### config.mk
export PLATFORM = sky130hd
export DESIGN_NAME = dot_product_128_accum
export DESIGN_NICKNAME = d
export VERILOG_FILES = /design/src/rtl/dot_product_128_accum.sv
export SDC_FILE = /design/constraint.sdc
export NUM_CORES = 2
export LEC_CHECK = 0
export CAP_MARGIN = 5
export CORE_ASPECT_RATIO = 1.25
export CORE_MARGIN = 2
export CORE_UTILIZATION = 60
export CTS_CLUSTER_DIAMETER = 200
export DETAILED_ROUTE_END_ITERATION = 16
export PLACE_DENSITY_LB_ADDON = 0.25
export SLEW_MARGIN = 20
export SYNTH_ARGS = -nofsm -noshare
export SYNTH_HDL_FRONTEND = slang
export SYNTH_SLANG_ARGS = --single-unit
### constraint.sdc
create_clock -name clk -period 9.15 [get_ports clk]
set_input_delay 1.83 -clock clk [delete_from_list [all_inputs] [get_ports clk]]
set_output_delay 1.83 -clock clk [all_outputs]
set_load 0.01 [all_outputs]
### src/rtl/dot_product_128_accum.sv
// dot_product_128_accum: 8-lane signed multiply, registered adder tree, 16-beat accumulate
// into one 128-element dot product, with a valid/ready result port.
module dot_product_128_accum #(
    parameter int DATA_W = 8,
    parameter int LANES  = 8,
    parameter int BEATS  = 16,
    parameter int ACC_W  = 24
) (
    input  logic                      clk,
    input  logic                      reset,
    input  logic                      start,
    input  logic                      in_valid,
    input  logic [LANES*DATA_W-1:0]   a_data,
    input  logic [LANES*DATA_W-1:0]   b_data,
    output logic                      busy,
    output logic [3:0]                beat_idx,
    output logic                      out_valid,
    input  logic                      out_ready,
    output logic [ACC_W-1:0]          out_data
);
    typedef enum logic [1:0] {IDLE, ACCUM, DRAIN, HOLD} state_t;
    state_t state;
    logic signed [2*DATA_W-1:0] p [LANES];
    logic signed [ACC_W-1:0] s, acc, sum;
    logic v1, v2, accept;
    assign accept = state == ACCUM && in_valid;
    always_comb begin
        sum = '0;
        for (int j = 0; j < LANES; j++) sum = sum + ACC_W'(p[j]);
    end
    always_ff @(posedge clk or posedge reset) begin
        if (reset) begin
            state     <= IDLE;
            busy      <= 1'b0;
            beat_idx  <= '0;
            out_valid <= 1'b0;
            out_data  <= '0;
            v1        <= 1'b0;
            v2        <= 1'b0;
            s         <= '0;
            acc       <= '0;
            for (int j = 0; j < LANES; j++) p[j] <= '0;
        end else begin
            v1 <= accept;
            v2 <= v1;
            if (accept)
                for (int j = 0; j < LANES; j++)
                    p[j] <= (2*DATA_W)'($signed(a_data[j*DATA_W +: DATA_W])) *
                            (2*DATA_W)'($signed(b_data[j*DATA_W +: DATA_W]));
            if (v1) s <= sum;
            if (state == IDLE && start) acc <= '0;
            else if (v2) acc <= acc + s;
            case (state)
                IDLE: if (start) begin
                    state    <= ACCUM;
                    busy     <= 1'b1;
                    beat_idx <= '0;
                end
                ACCUM: if (in_valid) begin
                    beat_idx <= beat_idx + 4'd1;
                    if (beat_idx == 4'(BEATS-1)) state <= DRAIN;
                end
                // the final beat's partial sum is in s exactly when stage 1 has emptied
                DRAIN: if (v2 && !v1) begin
                    out_data  <= acc + s;
                    out_valid <= 1'b1;
                    state     <= HOLD;
                end
                HOLD: if (out_ready) begin
                    out_valid <= 1'b0;
                    busy      <= 1'b0;
                    state     <= IDLE;
                end
                default: state <= IDLE;
            endcase
        end
    end
endmodule
==> tab_implementation.tex <==
\begin{tabular}{lr}
\hline
Metric & Value \\
\hline
\multicolumn{2}{l}{\textbf{Placement}} \\
\quad Final weighted congestion in routability-driven placement & 0.903 \\
\quad Detail Placement HPWL & 58100 microns \\
\quad Cell Count Post-Placement & 4287 \\
\quad PortBufs & about 160 \\
\multicolumn{2}{l}{\textbf{STA}} \\
\quad Worst rel slew slack & 34.3\% \\
\quad Achievable Freq & roughly 160 MHz \\
\quad Count of endpoints failing setup in the final report & 0 \\
\quad Hold violation total from the final report & 0 \\
\quad Transition at the pin with the smallest max-transition slack & 985 ps \\
\quad Fin crit period & 6080 ps \\
\quad Post-route setup TNS & 0 ps \\
\quad Clock skew after layout & roughly 15 ps \\
\quad Max-slew violation count & 0 \\
\quad Setup repair after global routing missed its margin & false \\
\quad Share of the clock period used by the worst path after layout & about 66\% \\
\multicolumn{2}{l}{\textbf{Hold path}} \\
\quad Number of cells traversed by the worst hold path & 2 \\
\quad Worst hold path endpoint & out\_data[3]\$\_DFFE\_PP0P\_ \\
\quad Worst Hold Launch & out\_data[3]\$\_DFFE\_PP0P\_ \\
\quad Hold Crit Class & register to register \\
\multicolumn{2}{l}{\textbf{CTS}} \\
\quad Max H-tree Level & 1 \\
\quad Cts bufs inserted & 23 \\
\quad Number of hold buffers added after CTS & 0 \\
\quad Clock Tree Buf Depth & 3 \\
\quad Master cell of the clock root buffer & clkbuf\_16 \\
\quad Post-CTS sizing & 0 \\
\quad CTS tree & built \\
\quad Number of buffers inserted to repair setup after CTS & 0 \\
\quad Clock slew seen by the registers of the worst setup and hold paths & 60 ps \\
\quad CTS sink count & around 210 \\
\quad Skew-Pair Late Insertion Delay & 530 ps \\
\multicolumn{2}{l}{\textbf{Cells and area}} \\
\quad Fill cell count & roughly 4400 \\
\quad Core utilization of the finished layout & between 60\% and 70\% \\
\quad Post-layout instance count excluding filler cells & around 4300 \\
\quad Share of post-route cells with drive strength above 1 & between 2 and 3\% \\
\quad Growth of design area from synthesis to finish & 9.39\% \\
\quad Final antenna diode count & 0 \\
\quad Number of nets in the final layout & 4588 \\
\multicolumn{2}{l}{\textbf{Die}} \\
\quad FP Rows & 95 \\
\quad Total die area & $\sim$0.056 sq mm \\
\quad Overall die height & 263 microns \\
\quad Number of top-level design ports & roughly 160 \\
\quad Core area & between 0.05 and 0.06 sq mm \\
\quad Die W & $\sim$210 microns \\
\quad Starting utilization of the core area & about three fifths \\
\multicolumn{2}{l}{\textbf{Setup path}} \\
\quad Startpoint type of the worst setup path & input pin \\
\quad Required arrival time at the worst endpoint & roughly 9600 ps \\
\quad Arrival @ worst endpoint & between 6000 and 7000 ps \\
\quad Critical register-to-register path endpoint & s[18]\$\_DFFE\_PP0P\_ \\
\quad Launching instance or port of the critical path & b\_data[18] \\
\quad Worst path cell trace & clkdlybuf4s50\_1 > and2\_1 > fa\_1 > inv\_1 > fa\_1 > fa\_1 > fa\_1 > inv\_1 > ha\_1 > nor2b\_1 > o21ai\_0 > a21boi\_0 > o21ai\_0 > a21boi\_0 > o41ai\_1 > nand4b\_1 > o211ai\_1 \\
\quad Category of the worst setup path capture point & register \\
\quad Worst setup path category & input pin to register \\
\quad CP Max Fanout & 8 \\
\quad Worst reg-to-reg path cell count & 18 \\
\quad Most repeated library cell on the critical path & fa\_1 \\
\quad Setup slack, reg-to-reg & approximately 4100 ps \\
\quad Delay contributed by the slowest stage of the critical path & around 570 ps \\
\quad Critical-path cell with the highest stage delay & clkdlybuf4s50\_1 \\
\quad Reg2Reg Launch Point & p[50]\$\_DFFE\_PP0P\_ \\
\multicolumn{2}{l}{\textbf{GRT}} \\
\quad Global-route usage over all layers & about a quarter \\
\quad Largest net degree at the start of global routing & roughly 130 \\
\quad Antenna violations before repair & 0 \\
\quad Remaining global-route overflow & 0 \\
\quad Wire length of the first global-routing pass & roughly 120000 microns \\
\quad Number of global-route vias before repair & $\sim$25000 \\
\multicolumn{2}{l}{\textbf{Routing}} \\
\quad Final antenna-violating net count & 0 \\
\quad Total via count in the routed design & 23067 \\
\quad Wire length reported by the detailed router & 69200 microns \\
\quad Via density per instance & roughly 5.3 \\
\quad Remaining design rule violation count & 0 \\
\quad Routed len/inst & approximately 16 microns \\
\quad Initial DRT Pass Iterations & 5 \\
\quad Number of design-rule violations left by the first detailed-router iteration & just over 1000 \\
\multicolumn{2}{l}{\textbf{Synthesis}} \\
\quad Total of flip-flops plus latches after synthesis & between 200 and 250 \\
\quad Post-synth EDFFs & 0 \\
\quad Net count after synthesis & $\sim$4500 \\
\quad Sequential fraction of the synthesis area & 16.2\% \\
\quad Post-synthesis cell area & between 0.03 and 0.04 sq mm \\
\quad Most instantiated flip-flop cell in the synthesis netlist & dfrtp\_1 \\
\quad Async SR Flop Fraction & between 90\% and 100\% \\
\quad Cell count after synthesis & 3495 \\
\quad Post-synthesis area per instance & between 9 and 10 sq um \\
\quad Number of distinct library cell variants in the gate-level netlist after synthesis & 76 \\
\quad Count of yosys warnings during synthesis & 0 \\
\multicolumn{2}{l}{\textbf{Status}} \\
\quad Result of the run & finished clean \\
\multicolumn{2}{l}{\textbf{Run}} \\
\quad Max\_cap viols & 0 \\
\hline
\end{tabular}
## registers in the layout, indices dropped and copies added (netlist names)
signal	count
acc	24
v1	1
busy	1
out_valid	1
v2	1
out_data	24
s	23
state	2
beat_idx	4
p	128
## cells in the mapped netlist (4+ instances only)
cell / number / share of area [%]
o41ai_1: 12 / 0.33
nand3b_1: 19 / 0.44
o21ai_0: 181 / 2.8
xnor2_1: 88 / 2.4
nor2_1: 113 / 1.3
nand2_1: 301 / 3.5
o21bai_1: 6 / 0.14
xor2_1: 41 / 1.1
and2_1: 343 / 6.7
o31ai_1: 28 / 0.65
or2_2: 4 / 0.078
o21a_1: 23 / 0.54
nor4_1: 4 / 0.078
a211oi_1: 6 / 0.14
mux2i_1: 9 / 0.28
o211ai_1: 10 / 0.23
clkbuf_1: 46 / 0.54
nand3_1: 32 / 0.50
nand2b_1: 32 / 0.62
ha_1: 281 / 11
and3_1: 13 / 0.25
nand4_1: 6 / 0.12
nor3_1: 57 / 0.88
a21boi_0: 9 / 0.21
inv_1: 837 / 9.7
a21o_1: 26 / 0.61
a22o_1: 5 / 0.14
nand4b_1: 10 / 0.27
o22ai_1: 6 / 0.12
dfrtp_1: 209 / 16
mux2_2: 26 / 0.91
a211oi_2: 4 / 0.16
nor3b_1: 11 / 0.26
a221oi_1: 6 / 0.16
nor2b_1: 16 / 0.31
a21oi_1: 67 / 1.0
or3_1: 12 / 0.23
fa_1: 541 / 34
## metrics by stage
step / worst slack (ps) / hold slack, ps / instance area [sq um]
2_1_floorplan: 1610 / 364 / 32200
3_3_place_gp: 2660 / 460 / 34600
3_5_place_dp: 2580 / 469 / 34600
4_1_cts: 3120 / 482 / 35300
5_1_grt: 2740 / 496 / 35300
6_report: 3070 / 474 / 35300
## cells by family (layout without fill, tap and decap cells)
| group | count (synthesis) | after routing | synth area share (%) |
|---|---|---|---|
| simple gates | 985 | 985 | 15.9 |
| buf+inv | 893 | 1046 | 10.5 |
| fa+ha+maj | 822 | 822 | 44.5 |
| compound gates | 420 | 420 | 8.15 |
| flops | 209 | 209 | 16.2 |
| xor+xnor | 130 | 130 | 3.58 |
| mux | 36 | 36 | 1.23 |
## layer usage
layer	track usage, %	part of all wire [%]	vias to the layer above
met1	32.8	41	11534
met4	8.45	3.5	0
li1	-	-	11033
met3	2.21	2.8	127
met5	0	0	-
met2	48.1	53	373
## placed cells by master, fill, tap and decap left out, types with 7 or more instances in the layout
| master | Yosys | routed |
|---|---|---|
| o21ai_0 | 181 | 181 |
| and2_1 | 343 | 343 |
| a21oi_1 | 67 | 67 |
| and3_1 | 13 | 13 |
| nor3b_1 | 11 | 11 |
| o211ai_1 | 10 | 10 |
| o21a_1 | 23 | 23 |
| fa_1 | 541 | 541 |
| xnor2_1 | 88 | 88 |
| mux2i_1 | 9 | 9 |
| a21boi_0 | 9 | 9 |
| xor2_1 | 41 | 41 |
| ha_1 | 281 | 281 |
| nor3_1 | 57 | 57 |
| nand4b_1 | 10 | 10 |
| or3_1 | 12 | 12 |
| nor2_1 | 113 | 113 |
| clkdlybuf4s50_1 | 0 | 162 |
| o31ai_1 | 28 | 28 |
| clkbuf_16 | 0 | 23 |
| nand2_1 | 301 | 300 |
| buf_4 | 2 | 7 |
| dfrtp_1 | 209 | 209 |
| a21o_1 | 26 | 26 |
| nand2b_1 | 32 | 32 |
| nor2b_1 | 16 | 16 |
| nand3_1 | 32 | 32 |
| mux2_2 | 26 | 26 |
| inv_1 | 837 | 835 |
| nand3b_1 | 19 | 19 |
| o41ai_1 | 12 | 12 |
## worst max-delay path, delay by kind of cell
kind	cells	cell delay, ps
compound gates	6	1290
fa+ha+maj	5	2150
buf+inv	3	700
simple gates	3	540
## area by class of cell
cell class	instances	area [sq um]	area share (%)
multi-input combinational	2393	23700	67.0
clock inverter	11	111	0.316
inverter	837	3150	8.93
timing repair buffer	169	1670	4.75
clock buffer	29	608	1.72
tap	679	850	2.41
sequential	209	5230	14.8
## worst max-delay path by stage
stage,end,slack [ps],cells after the start
CTS,p[62]$_DFFE_PP0P_,3120,17
detailed placement,p[62]$_DFFE_PP0P_,2580,17
global route,p[110]$_DFFE_PP0P_,2740,17
finish,p[94]$_DFFE_PP0P_,3070,17
global placement,p[108]$_DFFE_PP0P_,2660,19
floorplan,acc[0]$_DFFE_PP0P_,1610,1
Power is not shown: default switching activity piles up to over one toggle a cycle in this logic, so the estimate is an artifact.
